$ cat config.mk
export PLATFORM = sky130hd
export DESIGN_NAME = pc_gen
export DESIGN_NICKNAME = d
export VERILOG_FILES = /design/src/rtl/pc_gen.sv
export SDC_FILE = /design/constraint.sdc
export NUM_CORES = 1
export LEC_CHECK = 0
export ABC_AREA = 1
export BUFFER_PORTS_ARGS = -buffer_cell sky130_fd_sc_hd__buf_2
export CAP_MARGIN = 20
export CORE_MARGIN = 2
export CORE_UTILIZATION = 30
export DETAILED_ROUTE_END_ITERATION = 6
export PLACE_DENSITY = 0.53
export SLEW_MARGIN = 20
export SYNTH_ARGS = -nofsm -noshare
export SYNTH_HDL_FRONTEND = slang
export SYNTH_SLANG_ARGS = --single-unit
$ cat constraint.sdc
create_clock -name clk -period 2.15 [get_ports clk]
set_clock_uncertainty 0.1 [all_clocks]
set_input_delay 0.43 -clock clk [delete_from_list [all_inputs] [get_ports clk]]
set_output_delay 0.43 -clock clk [all_outputs]
set_load 0.1 [all_outputs]
$ cat src/rtl/pc_gen.sv
// rtl/pc_gen.sv - fetch-stage program-counter generator with trap/jump redirect, stall and halt/resume
// Optional feature macro: PC_GEN_MISALIGN_CHK_EN (reject jumps whose target is not INC_BYTES-aligned)
module pc_gen #(
  parameter int              XLEN      = 32,
  parameter logic [XLEN-1:0] RESET_VEC = '0,
  parameter int              INC_BYTES = 4
) (
  input  logic            clk,
  input  logic            rst,
  input  logic            stall_i,
  input  logic            jump_flag_i,
  input  logic [XLEN-1:0] jump_addr_i,
  input  logic            trap_flag_i,
  input  logic [XLEN-1:0] trap_vec_i,
  input  logic            halt_i,
  input  logic            resume_i,
  output logic [XLEN-1:0] pc_o,
  output logic [XLEN-1:0] pc_next_o,
  output logic            valid_o,
  output logic            halted_o,
  output logic            misalign_o
);

  localparam int              INC_SHIFT = $clog2(INC_BYTES);
  localparam logic [XLEN-1:0] INC       = XLEN'(INC_BYTES);

  typedef enum logic {
    RUN  = 1'b0,
    HALT = 1'b1
  } state_t;

  state_t          state;
  state_t          state_next;
  logic [XLEN-1:0] pc;
  logic [XLEN-1:0] pc_next;
  logic            valid;
  logic            valid_next;
  logic            jump_bad;
  logic            jump_take;

`ifdef PC_GEN_MISALIGN_CHK_EN
  logic misalign;

  assign jump_bad = jump_flag_i && (jump_addr_i[INC_SHIFT-1:0] != '0);

  // one-cycle pulse for every rejected (misaligned) jump request
  always_ff @(posedge clk) begin
    if (rst) misalign <= 1'b0;
    else     misalign <= jump_bad;
  end

  assign misalign_o = misalign;
`else
  assign jump_bad   = 1'b0;
  assign misalign_o = 1'b0;
`endif

  // a rejected jump behaves exactly as if no jump had been requested
  assign jump_take = jump_flag_i && !jump_bad;

  // next-state / next-pc: trap > jump > halt > stall > increment in RUN; HALT leaves only on redirect or resume
  always_comb begin
    state_next = state;
    pc_next    = pc;
    valid_next = valid;
    if (rst) begin
      state_next = RUN;
      pc_next    = RESET_VEC;
      valid_next = 1'b0;
    end else begin
      unique case (state)
        RUN: begin
          if (trap_flag_i) begin
            pc_next    = trap_vec_i;
            valid_next = 1'b1;
          end else if (jump_take) begin
            pc_next    = jump_addr_i;
            valid_next = 1'b1;
          end else if (halt_i) begin
            state_next = HALT;
            valid_next = 1'b0;
          end else if (stall_i) begin
            valid_next = 1'b1;
          end else begin
            pc_next    = pc + INC;
            valid_next = 1'b1;
          end
        end
        HALT: begin
          if (trap_flag_i) begin
            pc_next    = trap_vec_i;
            state_next = RUN;
            valid_next = 1'b1;
          end else if (jump_take) begin
            pc_next    = jump_addr_i;
            state_next = RUN;
            valid_next = 1'b1;
          end else if (resume_i) begin
            pc_next    = pc + INC;
            state_next = RUN;
            valid_next = 1'b1;
          end
        end
        default: begin
          state_next = RUN;
        end
      endcase
    end
  end

  // state register; reset dominates everything
  always_ff @(posedge clk) begin
    if (rst) begin
      state <= RUN;
      pc    <= RESET_VEC;
      valid <= 1'b0;
    end else begin
      state <= state_next;
      pc    <= pc_next;
      valid <= valid_next;
    end
  end

  assign pc_o      = pc;
  assign pc_next_o = pc_next;
  assign valid_o   = valid;
  assign halted_o  = (state == HALT);

endmodule
Word-level counts from Yosys, hierarchy flattened:

Index checks and enable logic that the tools add are counted.

* bits of input ports: 71
* output and inout port bits: 67
* word-level logic and storage cells: 29
* bits in registers: 34

* mux-type cells: 23
* equality and inequality tests: 1
* bitwise operators: 1
* add/subtract/negate cells: 1

Operator list (number)
* two-way mux 32 bit: 8
* case mux 32 bit (2 select lines): 1
* adder 32 x 3 -> 32 bit (second input constant): 1
* two-way mux 1 bit: 12
* != test 4 bit (second input constant): 1
* case mux 1 bit (2 select lines): 2
* NOT 1 bit: 1

Longest topological paths before layout:

* word-level depth: 7
* gate-level depth with buffers: 10
* gate-level depth less buffers: 10

Worst setup path before layout:

Ideal clock, no wire load.

* kind: reg-to-output
* start point: register pc[3] (netlist: pc_o[3])
* end point: output port pc_next_o[20]
* required time: 1.620 ns
* cell stages (with the launch flop): 8
* arrival: 3.509 ns
* slack: -1.889 ns
* path buffers: 0
* cells stage by stage: dfxtp_1 -> ha_1 -> inv_1 -> nor2_1 -> nand4_4 -> o21ai_1 -> nand3_1 -> a21oi_1

* cells in the longest elaborated chain, start to end: 7
* elaborated cells between the ends (all ways): 10
* classes of those cells: add/sub: 1; mux: 9

RTL lines
* from (decl): line 34 `logic [XLEN-1:0] pc;`
* from (signal assigned): line 119 `pc <= pc_next;`
* adder 32 x 3 -> 32 bit *: line 85, 99
* two-way mux 32 bit: line 82 `end else if (stall_i) begin`
* two-way mux 32 bit: line 79 `end else if (halt_i) begin`
* two-way mux 32 bit: line 76 `end else if (jump_take) begin`
* two-way mux 32 bit: line 73 `if (trap_flag_i) begin`
* case mux 32 bit (2 select lines) *: line 71 `unique case (state)`
* two-way mux 32 bit *: line 66 `if (rst) begin`
* to (decl): line 18 `output logic [XLEN-1:0] pc_next_o,`

Mark *: on every way between the ends. The rest lies on a longest branch, timed or not.

Worst setup path in the final report:

* start point: register pc[6] (netlist: pc_o[6])
* end point: output port pc_next_o[19]

The elaborated chain is that of the path after synthesis.

==> summary.md <==
| Metric | Value |
|---|---|
| Psw | 1.52 mW |
| DRT iter0 DRCs | 160 |
| Fin cells | 781 |
| Via density | 5.17 |
| Average wire per standard cell | 16.5 µm |
| Combinational cell fraction of total power | 57.0% |
| Root Driver | clkbuf_8 |
| Post-DRT Antenna Nets | 0 |
| Tmin final | 2.50 ns |
| Core Area | 0.00911 mm² |
| CP max stage delay | 0.36 ns |
| Final setup margin | -0.348 ns |
| Reg2Reg Depth | 15 |
| H-tree levels | 2 |
| Sw frac | 49.2% |
| Port bufs | 136 |
| Slowest-stage cell, CP | dfxtp_4 |
| Total wire length | 12,900 µm |
| Clk_lat worst skew | 0.30 ns |
| Library cells used by synthesis | 42 |
| Max Cap Viol | 0 |
| Final net count | 741 |
| Internal | 1.57 mW |
| Synthesized cell area | 0.00276 mm² |
| Final core utilization | 69.9% |
| Sequential Power Share | 24.0% |
| Die height | 100 µm |
| Final hold vios | 0 |
| Vias in the first global route | 4,044 |
| Yosys warns | 0 |
| Crit-path cells | nand3_4 > nor2_8 > buf_6 > nand4_4 > buf_4 > o21ai_2 > nand3_2 > a21oi_4 > buf_12 |
| Clk pin slew, worst setup/hold paths | 0.08 ns |
| Synthesized flop and latch total | 34 |
| First-pass GRT wire length | 20,000 µm |
| Syn nets | 493 |
| Type of origin of the critical path | register |
| GR Util All Layers | 25.1% |
| Terminus of the critical flop-to-flop path | pc_o[3] |
| Min Hold Slack | 0.352 ns |
| Die Wd | 100 µm |
| Routed vias | 4,035 |
| Area growth syn-to-layout | 130% |
| Sequential share of the synthesized area | 24.6% |
| Tot Pwr | 3.09 mW |
| CP Launch Point | pc_o[6] |
| Most common cell after layout, fill and taps aside | buf_2 |
| IO Pins | 138 |
| Worst Hold Launch | jump_addr_i[0] |
| Critical path arrival | 1.97 ns |
| Commonest cells after routing, fill and taps aside | buf_2 (104), buf_4 (85), a21oi_1 (40), nand2_1 (38), buf_12 (36) |
| Pin count of the biggest net entering global routing | 21 |
| Syn Inst Count | 421 |
| Critical path peak fanout | 5 |
| Max VDD drop | 0.000304 V |
| Failing checks | negative setup slack |
| Avg Cell Area, Syn | 6.57 µm² |
| DR pass1 iterations | 4 |
| Max Freq | 400 MHz |
| Worst setup endpoint | pc_next_o[19] |
| Die ar. | 0.0100 mm² |
| Slew Viols, Final | 0 |
| DRC viols | 0 |
| Total clock buffers created by CTS | 5 |
| Pleak | 2.75 nW |
| Crit path required time | 1.62 ns |
| Final worst path period share | 116% |
| Ant diodes | 0 |
| Final Wtd Congestion | 0.854 |
| Crit Path Class | register to primary output |
| Grt total ovfl | 0 |
| Final setup viols | 30 |
| Layout cells sized above 1 | 71.9% |
| RSZ-0062 raised after global routing | yes |
| CP endpoint kind | primary output |
| FILL cells | 704 |
| Status | finished with violations |
| CTS max path bufs | 2 |
| # rows | 35 |
| Worst R2R Start | halted_o |
| R2R Setup Slk | 0.14 ns |
| Clk sinks | 34 |
| Clk network pwr share | 19.0% |
| Post-DP HPWL | 9280 µm |
| CTS tree | yes |
| Pwr Density | 485 mW/mm² |
| Setup TNS | -6.68 ns |
| Initial core utilization | 30.3% |
| Initial antenna violation count | 0 |
| Placed cells | 722 |
| Tightest Hold Check Type | input port to register |
[cells by family after synthesis]
family / Yosys count / share of synthesized area [%]
flops: 34 / 24.6
other cells: 1 / 0.136
simple gates: 178 / 32.7
compound gates: 129 / 29.7
fa+ha+maj: 1 / 0.453
buf+inv: 74 / 11.1
xor+xnor: 4 / 1.27
[per-layer routing]
layer  vias up  wire length, µm  part of all wire [%]  GRT usage (%)
met3        15              754                   5.8           4.18
li1       1977                -                     -              -
met1      1923             5370                    42           32.3
met5         -                0                     0              0
met2       120             6640                    51           44.6
met4         0              151                   1.2           4.53
[worst min path at each step]
stage / to / slack, ns / cells past startpoint
after global placement: pc_o[1] / 0.43 / 2
after floorplan: pc_o[0] / 0.53 / 3
after global routing: pc_o[0] / 0.36 / 3
after detailed placement: pc_o[0] / 0.43 / 2
final: pc_o[0] / 0.35 / 3
after CTS: pc_o[0] / 0.34 / 3
[power by group through the flow]
stage,Combinational (mW),Sequential [mW],Clock [mW]
after global routing,1.83,0.747,0.633
after detailed placement,1.58,0.747,0
after floorplan,0.695,1.12,0
final,1.76,0.739,0.587
after global placement,1.57,0.746,0
after CTS,1.69,0.733,0.600
[Yosys cell counts (all sizes together)]
library cell	n	share of area, %
nand3b	1	0.27
a31oi	6	1.4
nor2	52	9.1
clkinv	1	0.14
a31o	1	0.32
nor3b	2	0.72
o21ai	15	2.9
buf	10	2.4
o221ai	24	7.8
conb	1	0.14
nor3	7	2.0
o21bai	2	0.54
dfxtp	34	25
o2111ai	1	0.32
nand3	42	8.6
o211ai	9	2.4
a21oi	65	12
inv	55	7.5
nand4	6	2.4
xor2	4	1.3
nand2	67	9.4
clkbuf	8	1.1
and3	1	0.23
ha	1	0.45
a22o	2	0.63
o221a	4	1.6
[timing repair]
action / in CTS / in global routing
pin swaps: 63 / 51
setup endpoints to repair: 30 / 33
hold buffers: 0 / 0
endpoints found under the hold margin: 0 / 0
setup buffers: 37 / 21
gates resized for setup: 106 / 80
[layout make-up]
| cell class | instances | area, µm² | share of cell area (%) |
|---|---|---|---|
| Tap cell | 111 | 139 | 2.18 |
| Clock buffer | 8 | 110 | 1.73 |
| Sequential cell | 34 | 797 | 12.5 |
| Inverter | 56 | 268 | 4.21 |
| Multi-Input combinational cell | 313 | 2790 | 43.8 |
| Timing Repair Buffer | 259 | 2270 | 35.6 |
[per-stage QoR]
stage | cell area (µm²) | worst slack, ns
after floorplan | 3350 | -0.290
after global placement | 5110 | -0.206
after detailed placement | 5110 | -0.186
after CTS | 5880 | -0.336
after global routing | 6370 | -0.418
final | 6370 | -0.348
[flip-flops by register name (all words and copies together) (netlist names)]
signal    count
halted_o      1
pc_o         32
valid_o       1
[worst max-delay path, delay by kind of cell (launching register included)]
kind / cells / cell delay [ns]
simple gates: 4 / 0.51
flops: 1 / 0.36
buf+inv: 3 / 0.50
compound gates: 2 / 0.30
No activity file was read; power rests on OpenSTA's default activity.
